<file path="src/rtl/idli_fetch_ctrl_m.sv">
// Fetch sequencer: drives the SQI read transaction, streams instruction nibbles
// to the decoder, collects trailing 16b immediates, and tracks the word PC.
module idli_fetch_ctrl_m #(
  parameter logic [15:0] RESET_PC      = 16'h0000,
  parameter logic [7:0]  READ_CMD      = 8'h03,
  parameter int unsigned DUMMY_NIBBLES = 2
) (
  input  logic        i_fch_gck,
  input  logic        i_fch_rst_n,
  output logic        o_fch_sqi_cs_n,
  output logic        o_fch_sqi_sck_en,
  output logic        o_fch_sqi_oe,
  output logic [3:0]  o_fch_sqi_data,
  input  logic [3:0]  i_fch_sqi_data,
  input  logic        i_fch_stall,
  input  logic        i_fch_redirect,
  input  logic [15:0] i_fch_redirect_pc,
  input  logic        i_fch_imm_req,
  output logic [3:0]  o_fch_enc,
  output logic        o_fch_enc_vld,
  output logic [15:0] o_fch_imm,
  output logic        o_fch_imm_vld,
  output logic [15:0] o_fch_pc
);

  // The address phase is six nibbles long, so the shared counter needs at least 3 bits.
  localparam int unsigned CNT_W = (DUMMY_NIBBLES > 8) ? $clog2(DUMMY_NIBBLES) : 3;

  localparam logic [CNT_W-1:0] CNT_1      = CNT_W'(1);
  localparam logic [CNT_W-1:0] CNT_3      = CNT_W'(3);
  localparam logic [CNT_W-1:0] CNT_5      = CNT_W'(5);
  localparam logic [CNT_W-1:0] DUMMY_LAST = CNT_W'(DUMMY_NIBBLES - 1);

  typedef enum logic [2:0] {
    IDLE  = 3'd0,
    CMD   = 3'd1,
    ADDR  = 3'd2,
    DUMMY = 3'd3,
    INSTR = 3'd4,
    IMM   = 3'd5
  } state_e;

  state_e           state_q;
  logic [CNT_W-1:0] cnt_q;
  logic [15:0]      pc_q;
  logic [11:0]      imm_sr_q;
  logic [15:0]      imm_q;
  logic             imm_vld_q;
  logic             imm_pend_q;

  logic [23:0]      byte_addr;
  logic [2:0]       nib_idx;
  logic             pc_wrap;
  logic             hold;

  assign byte_addr = {7'b0, pc_q, 1'b0};
  assign nib_idx   = cnt_q[2:0];
  assign pc_wrap   = (pc_q == 16'hFFFF);
  assign hold      = i_fch_stall && (state_q != IDLE);

  // NOTE: sequential state uses non-blocking assignments only, so every register
  // samples the pre-edge values of its peers regardless of statement order.
  always_ff @(posedge i_fch_gck) begin
    if (!i_fch_rst_n) begin
      state_q    <= IDLE;
      cnt_q      <= '0;
      pc_q       <= RESET_PC;
      imm_sr_q   <= '0;
      imm_q      <= '0;
      imm_vld_q  <= 1'b0;
      imm_pend_q <= 1'b0;
    end else begin
      // The valid pulse lasts one cycle even if the backend stalls.
      imm_vld_q <= 1'b0;
      if (i_fch_redirect) begin
        pc_q       <= i_fch_redirect_pc;
        state_q    <= IDLE;
        cnt_q      <= '0;
        imm_pend_q <= 1'b0;
      end else if (!hold) begin
        case (state_q)
          IDLE: begin
            state_q <= CMD;
            cnt_q   <= '0;
          end
          CMD: begin
            if (cnt_q == CNT_1) begin
              state_q <= ADDR;
              cnt_q   <= '0;
            end else begin
              cnt_q <= cnt_q + CNT_1;
            end
          end
          ADDR: begin
            if (cnt_q == CNT_5) begin
              state_q <= DUMMY;
              cnt_q   <= '0;
            end else begin
              cnt_q <= cnt_q + CNT_1;
            end
          end
          DUMMY: begin
            if (cnt_q == DUMMY_LAST) begin
              // An immediate interrupted by a PC wrap resumes right after re-addressing.
              state_q    <= imm_pend_q ? IMM : INSTR;
              imm_pend_q <= 1'b0;
              cnt_q      <= '0;
            end else begin
              cnt_q <= cnt_q + CNT_1;
            end
          end
          INSTR: begin
            if (cnt_q == CNT_3) begin
              cnt_q <= '0;
              pc_q  <= pc_q + 16'd1;
              if (pc_wrap) begin
                state_q    <= IDLE;
                imm_pend_q <= i_fch_imm_req;
              end else if (i_fch_imm_req) begin
                state_q <= IMM;
              end
            end else begin
              cnt_q <= cnt_q + CNT_1;
            end
          end
          IMM: begin
            imm_sr_q <= {imm_sr_q[7:0], i_fch_sqi_data};
            if (cnt_q == CNT_3) begin
              cnt_q     <= '0;
              pc_q      <= pc_q + 16'd1;
              imm_q     <= {imm_sr_q, i_fch_sqi_data};
              imm_vld_q <= 1'b1;
              state_q   <= pc_wrap ? IDLE : INSTR;
            end else begin
              cnt_q <= cnt_q + CNT_1;
            end
          end
          default: begin
            state_q <= IDLE;
            cnt_q   <= '0;
          end
        endcase
      end
    end
  end

  // NOTE: every output gets a default before the case so no latch is inferred.
  always_comb begin
    o_fch_sqi_cs_n   = 1'b1;
    o_fch_sqi_sck_en = 1'b0;
    o_fch_sqi_oe     = 1'b0;
    o_fch_sqi_data   = 4'h0;
    case (state_q)
      CMD: begin
        o_fch_sqi_cs_n   = 1'b0;
        o_fch_sqi_sck_en = !i_fch_stall;
        o_fch_sqi_oe     = 1'b1;
        o_fch_sqi_data   = nib_idx[0] ? READ_CMD[3:0] : READ_CMD[7:4];
      end
      ADDR: begin
        o_fch_sqi_cs_n   = 1'b0;
        o_fch_sqi_sck_en = !i_fch_stall;
        o_fch_sqi_oe     = 1'b1;
        case (nib_idx)
          3'd0:    o_fch_sqi_data = byte_addr[23:20];
          3'd1:    o_fch_sqi_data = byte_addr[19:16];
          3'd2:    o_fch_sqi_data = byte_addr[15:12];
          3'd3:    o_fch_sqi_data = byte_addr[11:8];
          3'd4:    o_fch_sqi_data = byte_addr[7:4];
          default: o_fch_sqi_data = byte_addr[3:0];
        endcase
      end
      DUMMY, INSTR, IMM: begin
        o_fch_sqi_cs_n   = 1'b0;
        o_fch_sqi_sck_en = !i_fch_stall;
      end
      default: ;
    endcase
  end

  assign o_fch_enc     = i_fch_sqi_data;
  assign o_fch_enc_vld = (state_q == INSTR) && !i_fch_stall;
  assign o_fch_imm     = imm_q;
  assign o_fch_imm_vld = imm_vld_q;
  assign o_fch_pc      = pc_q;

endmodule

</file>
<file path="config.mk">
export PLATFORM = sky130hd
export DESIGN_NAME = idli_fetch_ctrl_m
export DESIGN_NICKNAME = d
export VERILOG_FILES = /design/src/rtl/idli_fetch_ctrl_m.sv
export SDC_FILE = /design/constraint.sdc
export NUM_CORES = 1
export LEC_CHECK = 0
export ABC_CLOCK_PERIOD_IN_PS = 3800
export CELL_PAD_IN_SITES_DETAIL_PLACEMENT = 0
export CELL_PAD_IN_SITES_GLOBAL_PLACEMENT = 1
export CORE_ASPECT_RATIO = 0.6
export CORE_MARGIN = 3
export CORE_UTILIZATION = 30
export DETAILED_ROUTE_END_ITERATION = 10
export GPL_TIMING_DRIVEN = 0
export MAX_ROUTING_LAYER = met4
export PLACE_DENSITY_LB_ADDON = 0.15
export SYNTH_ARGS = -nofsm -noshare
export SYNTH_HDL_FRONTEND = slang
export SYNTH_SLANG_ARGS = --single-unit
</file>
<file path="constraint.sdc">
create_clock -name i_fch_gck -period 3.8 [get_ports i_fch_gck]
set_clock_uncertainty 0.1 [all_clocks]
set_input_delay 0.76 -clock i_fch_gck [delete_from_list [all_inputs] [get_ports i_fch_gck]]
set_output_delay 0.76 -clock i_fch_gck [all_outputs]
set_load 0.01 [all_outputs]
</file>
==> summary.md, run 1 <==
| Metric | Value |
|---|---|
| Initial DRC count | `195` |
| Drt drc | `0` |
| CTS Buffer Depth | `2` |
| Layout area overhead | `36.2%` |
| Total Power | `1.16 mW` |
| Max-Cap Viols | `0` |
| Yosys top cell area share | `39.2%` |
| Port Buffers | `69` |
| Postcts setup bufs | `0` |
| CTS root buf | `clkbuf_16` |
| Async SR Flop Fraction | `0%` |
| Top_reg_cell synth | `dfxtp_1` |
| Worst Max-Slew Pin Slew | `0.592 ns` |
| Worst VDD drop | `0.000172 V` |
| Main area contributors after synthesis | `dfxtp_1 (39%), nand2_1 (6.6%), mux2i_1 (5.3%), o21ai_0 (4.5%), nor2b_1 (4.0%)` |
| Register area share after synthesis | `39.2%` |
| Ys Warns | `0` |
| Routed Antenna Nets | `0` |
| Row count | `25` |
| Leak | `1.27 nW` |
| GRT Residual Overflow | `0` |
| Final Worst Setup Slack | `0.352 ns` |
| Final HPWL DP | `5.78 mm` |
| GRT Util Overall | `15.5%` |
| Vias per std cell | `4.95` |
| Slowest stage delay, CP | `0.50 ns` |
| Final number of max-transition violations | `0` |
| Hold_ws | `0.351 ns` |
| Final cycle utilization of the critical path | `90.7%` |
| Detailed Routing Iterations Pass 1 | `4` |
| Syn Nets | `350` |
| Crit end category | `primary output` |
| Post-synth top area cell | `dfxtp_1` |
| Hold crit path type | `register to register` |
| Placed Cells | `495` |
| CTS buffer count | `5` |
| Final hold violations | `0` |
| Design Area, Final | `0.00361 mm2` |
| Core area | `0.00823 mm2` |
| # diodes | `0` |
| TritonCTS sink count | `52` |
| Max frequency | `290 MHz` |
| Unrepaired setup endpoints after global routing | `no` |
| Max-slew headroom | `60.2%` |
| CP dominant cell by count | `inv_1` |
| Hold buffers post-CTS | `0` |
| Yosys reg bits | `52` |
| I/O Pins | `70` |
| Post-Place Setup Slack | `0.675 ns` |
| Final #Nets | `426` |
| CTS clock-pin slew for the worst setup and hold paths | `0.07 ns` |
| Setup TNS | `0 ns` |
| Layout cell share with drive strength beyond 1 | `5.58%` |
| Fillcell total | `839` |
| Critical path's slowest cell | `clkdlybuf4s50_1` |
| Vias in the first global route | `2327` |
| Critical path class | `register to primary output` |
| H-tree level count | `2` |
| PwrDens | `321 mW/mm2` |
| DP Area | `0.00348 mm2` |
| Post-CTS resize count | `0` |
| Critical path required time | `2.94 ns` |
| Synthesized instance count | `318` |
| Initial Utilization | `32.3%` |
| Global-route wire length before repair | `12.1 mm` |
| Status | `finished, final reports clean` |
| Yosys cell types | `45` |
| CP startpoint kind | `register` |
| Full die area | `0.0100 mm2` |
| Final setup fails | `0` |
| Critical Path AT | `2.59 ns` |
| Die height | `78.9 um` |
| WL final | `7.51 mm` |
| Antenna violations before repair | `0` |
| DR WL/cell | `15.0 um` |
| Die width | `127 um` |
| Placer congestion estimate | `0.834` |
| Post-Layout Cell Count | `502` |
| Max FO, Critical Path | `10` |
| Mean area per synthesized cell | `8.35 um2` |
| Post-Syn Area | `0.00265 mm2` |
| Crit path time final | `3.45 ns` |
| TritonCTS clock tree | `yes` |
| Vias | `2483` |
| Crit-path cells | `clkbuf_1, inv_1, ha_1, inv_1, o211ai_1, o21ai_0, o22ai_1, clkdlybuf4s50_1` |
| Worst-Skew Late Latency | `0.29 ns` |
| Pin count of the biggest net entering global routing | `15` |
| Post-synth EDFFs | `0` |
| Post-Route Utilization | `43.9%` |
-- critical path, delay by kind of cell (launching register included) --
kind,cells,cell delay [ns]
adders and majority gates,1,0.32
buffers and inverters,4,1.24
AOI/OAI and AO/OA,3,0.36
DFF,1,0.38
-- cell type report --
class | count | area [um2] | share of cell area, %
multi-input combinational | 237 | 1480 | 40.8
sequential | 52 | 1040 | 28.8
inverter | 8 | 30.0 | 0.831
buffer | 21 | 108 | 2.98
clock buffer | 6 | 129 | 3.57
clock inverter | 1 | 5.00 | 0.139
timing repair buffer | 69 | 691 | 19.1
tap | 108 | 135 | 3.74
-- cell usage in the layout, fill, tap and decap left out, drive strengths merged, types with 3 or more instances in the layout --
| master | n |
|---|---|
| clkdlybuf4s50 | 69 |
| o21ai | 24 |
| ha | 7 |
| or2 | 3 |
| xnor2 | 10 |
| nand4 | 4 |
| nor2 | 18 |
| inv | 8 |
| nor2b | 17 |
| dfxtp | 52 |
| nand2b | 6 |
| a22oi | 3 |
| and2 | 4 |
| a21boi | 16 |
| clkbuf | 17 |
| nand2 | 47 |
| buf | 10 |
| a32oi | 4 |
| nor3 | 3 |
| nand3 | 10 |
| mux2i | 14 |
| xor2 | 6 |
| a21oi | 19 |
-- metal layers --
metal | wire length [um] | GRT usage (%) | share of wire, % | vias up
li1 | - | - | - | 1246
met1 | 4140 | 24.0 | 55 | 1165
met2 | 2770 | 19.8 | 37 | 68
met3 | 566 | 3.97 | 7.5 | 4
met4 | 39 | 3.00 | 0.52 | 0
met5 | 0 | - | 0 | -
-- worst paths after layout --
path / from / to / slack [ns] / cells past startpoint
hold reg to reg: o_fch_imm[5] / o_fch_imm[5] / 0.35 / 2
setup / recovery: cnt_q[2] / o_fch_sqi_data[1] / 0.35 / 8
hold / removal: o_fch_imm[5] / o_fch_imm[5] / 0.35 / 2
setup reg to reg: cnt_q[2] / o_fch_pc[10] / 1.26 / 9
-- synth_stat cells, types with 2 or more instances --
cell       n
a32oi_1    4
ha_1       7
o21ai_0   24
mux2i_1   14
a21boi_0   6
buf_4      4
xnor2_1   10
xor2_1     6
and4_1     2
nand3_1   10
nand3b_1   2
nor2_1    17
nor2b_1   17
nor3_1     3
and3_1     2
nand4_1    4
nand2_1   47
o22ai_1    2
o221a_2    2
or2_2      2
nand2b_1   5
inv_1      8
and2_1     4
a21boi_1  10
a21oi_1   19
a22oi_1    3
dfxtp_1   52
buf_2      5
clkbuf_1  11
-- kinds of logic after synthesis --
group                    share of synthesized area [%]
AND/OR/NAND/NOR                                   22.8
flip-flops                                        39.2
multiplexers                                      5.28
buffers and inverters                             5.19
AO/OA/AOI/OAI                                     18.9
XOR/XNOR                                          5.28
adder cells (fa/ha/maj)                           3.30
-- registers in the layout, indices dropped and copies added, names as in the netlist --
| name | flops |
|---|---|
| o_fch_imm_vld | 1 |
| cnt_q | 3 |
| imm_pend_q | 1 |
| o_fch_pc | 16 |
| o_fch_imm | 16 |
| imm_sr_q | 12 |
| state_q | 3 |
-- where the power goes --
| group | switching, mW | leakage [nW] | internal (mW) |
|---|---|---|---|
| Clock | 0.195 | 0.0667 | 0.240 |
| Combinational | 0.0633 | 0.777 | 0.0819 |
| Sequential | 0.0201 | 0.423 | 0.558 |
(Power assumes the default switching activity.)
==> inputs of run 2 (changes only) <==
Settings changed: CORE_MARGIN 3 to 10.
==> run 2 against run 1 <==
  * Design area is 0.52% higher
  * Sequential share of layout area is 0.15 points lower
  * Wire length is 6.2% higher
  * Worst setup slack better by 0.0049 ns
  * Critical path depth stayed put
  * Register-to-register slack better by 0.02 ns
  * Combinational power hardly changed
  * Total power is 2.8% higher
  * Global-route usage is 2.8 points lower
  * Critical path type unchanged
  * Highest routed layer unchanged
==> summary.md, run 2 (same netlist as run 1, synthesis figures left out) <==
| Metric | Value |
|---|---|
| Hold buffers post-CTS | `0` |
| Unrepaired setup endpoints after global routing | `no` |
| Full die area | `0.0131 mm2` |
| Routed Antenna Nets | `0` |
| Leak | `1.27 nW` |
| Initial Utilization | `31.0%` |
| Vias | `2431` |
| Final number of max-transition violations | `0` |
| Total Power | `1.19 mW` |
| Status | `finished, final reports clean` |
| Critical path class | `register to primary output` |
| Final cycle utilization of the critical path | `90.6%` |
| Max-slew headroom | `59.9%` |
| Max-Cap Viols | `0` |
| Core area | `0.00856 mm2` |
| CP startpoint kind | `register` |
| Final HPWL DP | `6.25 mm` |
| Post-CTS resize count | `0` |
| Crit end category | `primary output` |
| Worst Max-Slew Pin Slew | `0.597 ns` |
| I/O Pins | `70` |
| H-tree level count | `2` |
| Detailed Routing Iterations Pass 1 | `4` |
| # diodes | `0` |
| DR WL/cell | `15.8 um` |
| Layout cell share with drive strength beyond 1 | `5.84%` |
| Critical path required time | `2.94 ns` |
| WL final | `7.97 mm` |
| Vias in the first global route | `2450` |
| CTS Buffer Depth | `2` |
| Worst VDD drop | `0.000148 V` |
| Critical Path AT | `2.58 ns` |
| Final hold violations | `0` |
| Global-route wire length before repair | `13.2 mm` |
| Crit path time final | `3.44 ns` |
| Port Buffers | `69` |
| GRT Util Overall | `12.7%` |
| Placed Cells | `499` |
| CTS clock-pin slew for the worst setup and hold paths | `0.07 ns` |
| Layout area overhead | `36.9%` |
| Row count | `26` |
| Vias per std cell | `4.80` |
| Antenna violations before repair | `0` |
| Placer congestion estimate | `0.864` |
| Max frequency | `290 MHz` |
| Hold crit path type | `register to register` |
| CTS root buf | `clkbuf_16` |
| GRT Residual Overflow | `0` |
| Final setup fails | `0` |
| PwrDens | `328 mW/mm2` |
| Post-Layout Cell Count | `506` |
| TritonCTS sink count | `52` |
| Pin count of the biggest net entering global routing | `16` |
| Post-Route Utilization | `42.5%` |
| Worst-Skew Late Latency | `0.30 ns` |
| Setup TNS | `0 ns` |
| Initial DRC count | `166` |
| Final #Nets | `426` |
| Commonest non-fill, non-tap cells in the layout | `clkdlybuf4s50_1 (69), dfxtp_1 (52), nand2_1 (47), o21ai_0 (24), a21oi_1 (19)` |
| CTS buffer count | `5` |
| Die width | `141 um` |
| Die height | `92.9 um` |
| Postcts setup bufs | `0` |
| Leading cell type in the layout, fill and taps excluded | `clkdlybuf4s50_1` |
| Max FO, Critical Path | `10` |
| TritonCTS clock tree | `yes` |
| Drt drc | `0` |
==> run 2: cell types whose count changed in the layout (fill, tap and decap cells not counted) <==
| cell | delta |
|---|---|
| clkbuf_8 | +1 |
| clkinv_2 | -1 |
| clkbuf_1 | -1 |
| clkinv_4 | +1 |
==> run 2: per-stage QoR <==
stage / setup WS, ns / hold slack (ns) / area (um2)
2_1_floorplan: 1.53 / 0.330 / 2650
3_3_place_gp: 0.696 / 0.348 / 3480
3_5_place_dp: 0.695 / 0.348 / 3480
4_1_cts: 0.371 / 0.358 / 3630
5_1_grt: 0.184 / 0.382 / 3630
6_report: 0.357 / 0.352 / 3630
==> run 2: power by group <==
group,switching (mW),internal (mW)
Sequential,0.0199,0.558
Combinational,0.0637,0.0819
Clock,0.207,0.260
Total,0.291,0.900
==> run 2: worst paths after layout <==
kind,endpoint,cells after the start,slack [ns],startpoint
max,o_fch_sqi_data[1],8,0.36,cnt_q[2]
min,o_fch_imm[3],2,0.35,o_fch_imm[3]
max reg2reg,o_fch_pc[12],9,1.28,cnt_q[2]
min reg2reg,o_fch_imm[3],2,0.35,o_fch_imm[3]
==> run 2: layer usage <==
metal,vias up,GRT usage (%),share of wire [%]
li1,1244,-,-
met1,1132,18.3,56
met2,47,16.7,38
met3,8,3.62,5.2
met4,0,3.14,0.77
met5,-,-,0
==> run 2: layout make-up <==
type                    instances  area [um2]
inverters                       8        30.0
flip-flops and latches         52        1040
clock buffers                   6         139
clock inverters                 1        8.76
fillers                       889        4920
repair buffers                 69         691
plain buffers                  21         108
well taps                     112         140
multi-input cells             237        1480
==> run 2: critical path, stage by stage (launching register included) <==
cell	delay [ns]
dfxtp_1	0.34
clkbuf_1	0.25
inv_1	0.11
ha_1	0.33
inv_1	0.21
o211ai_1	0.19
o21ai_0	0.13
o22ai_1	0.17
clkdlybuf4s50_1	0.57
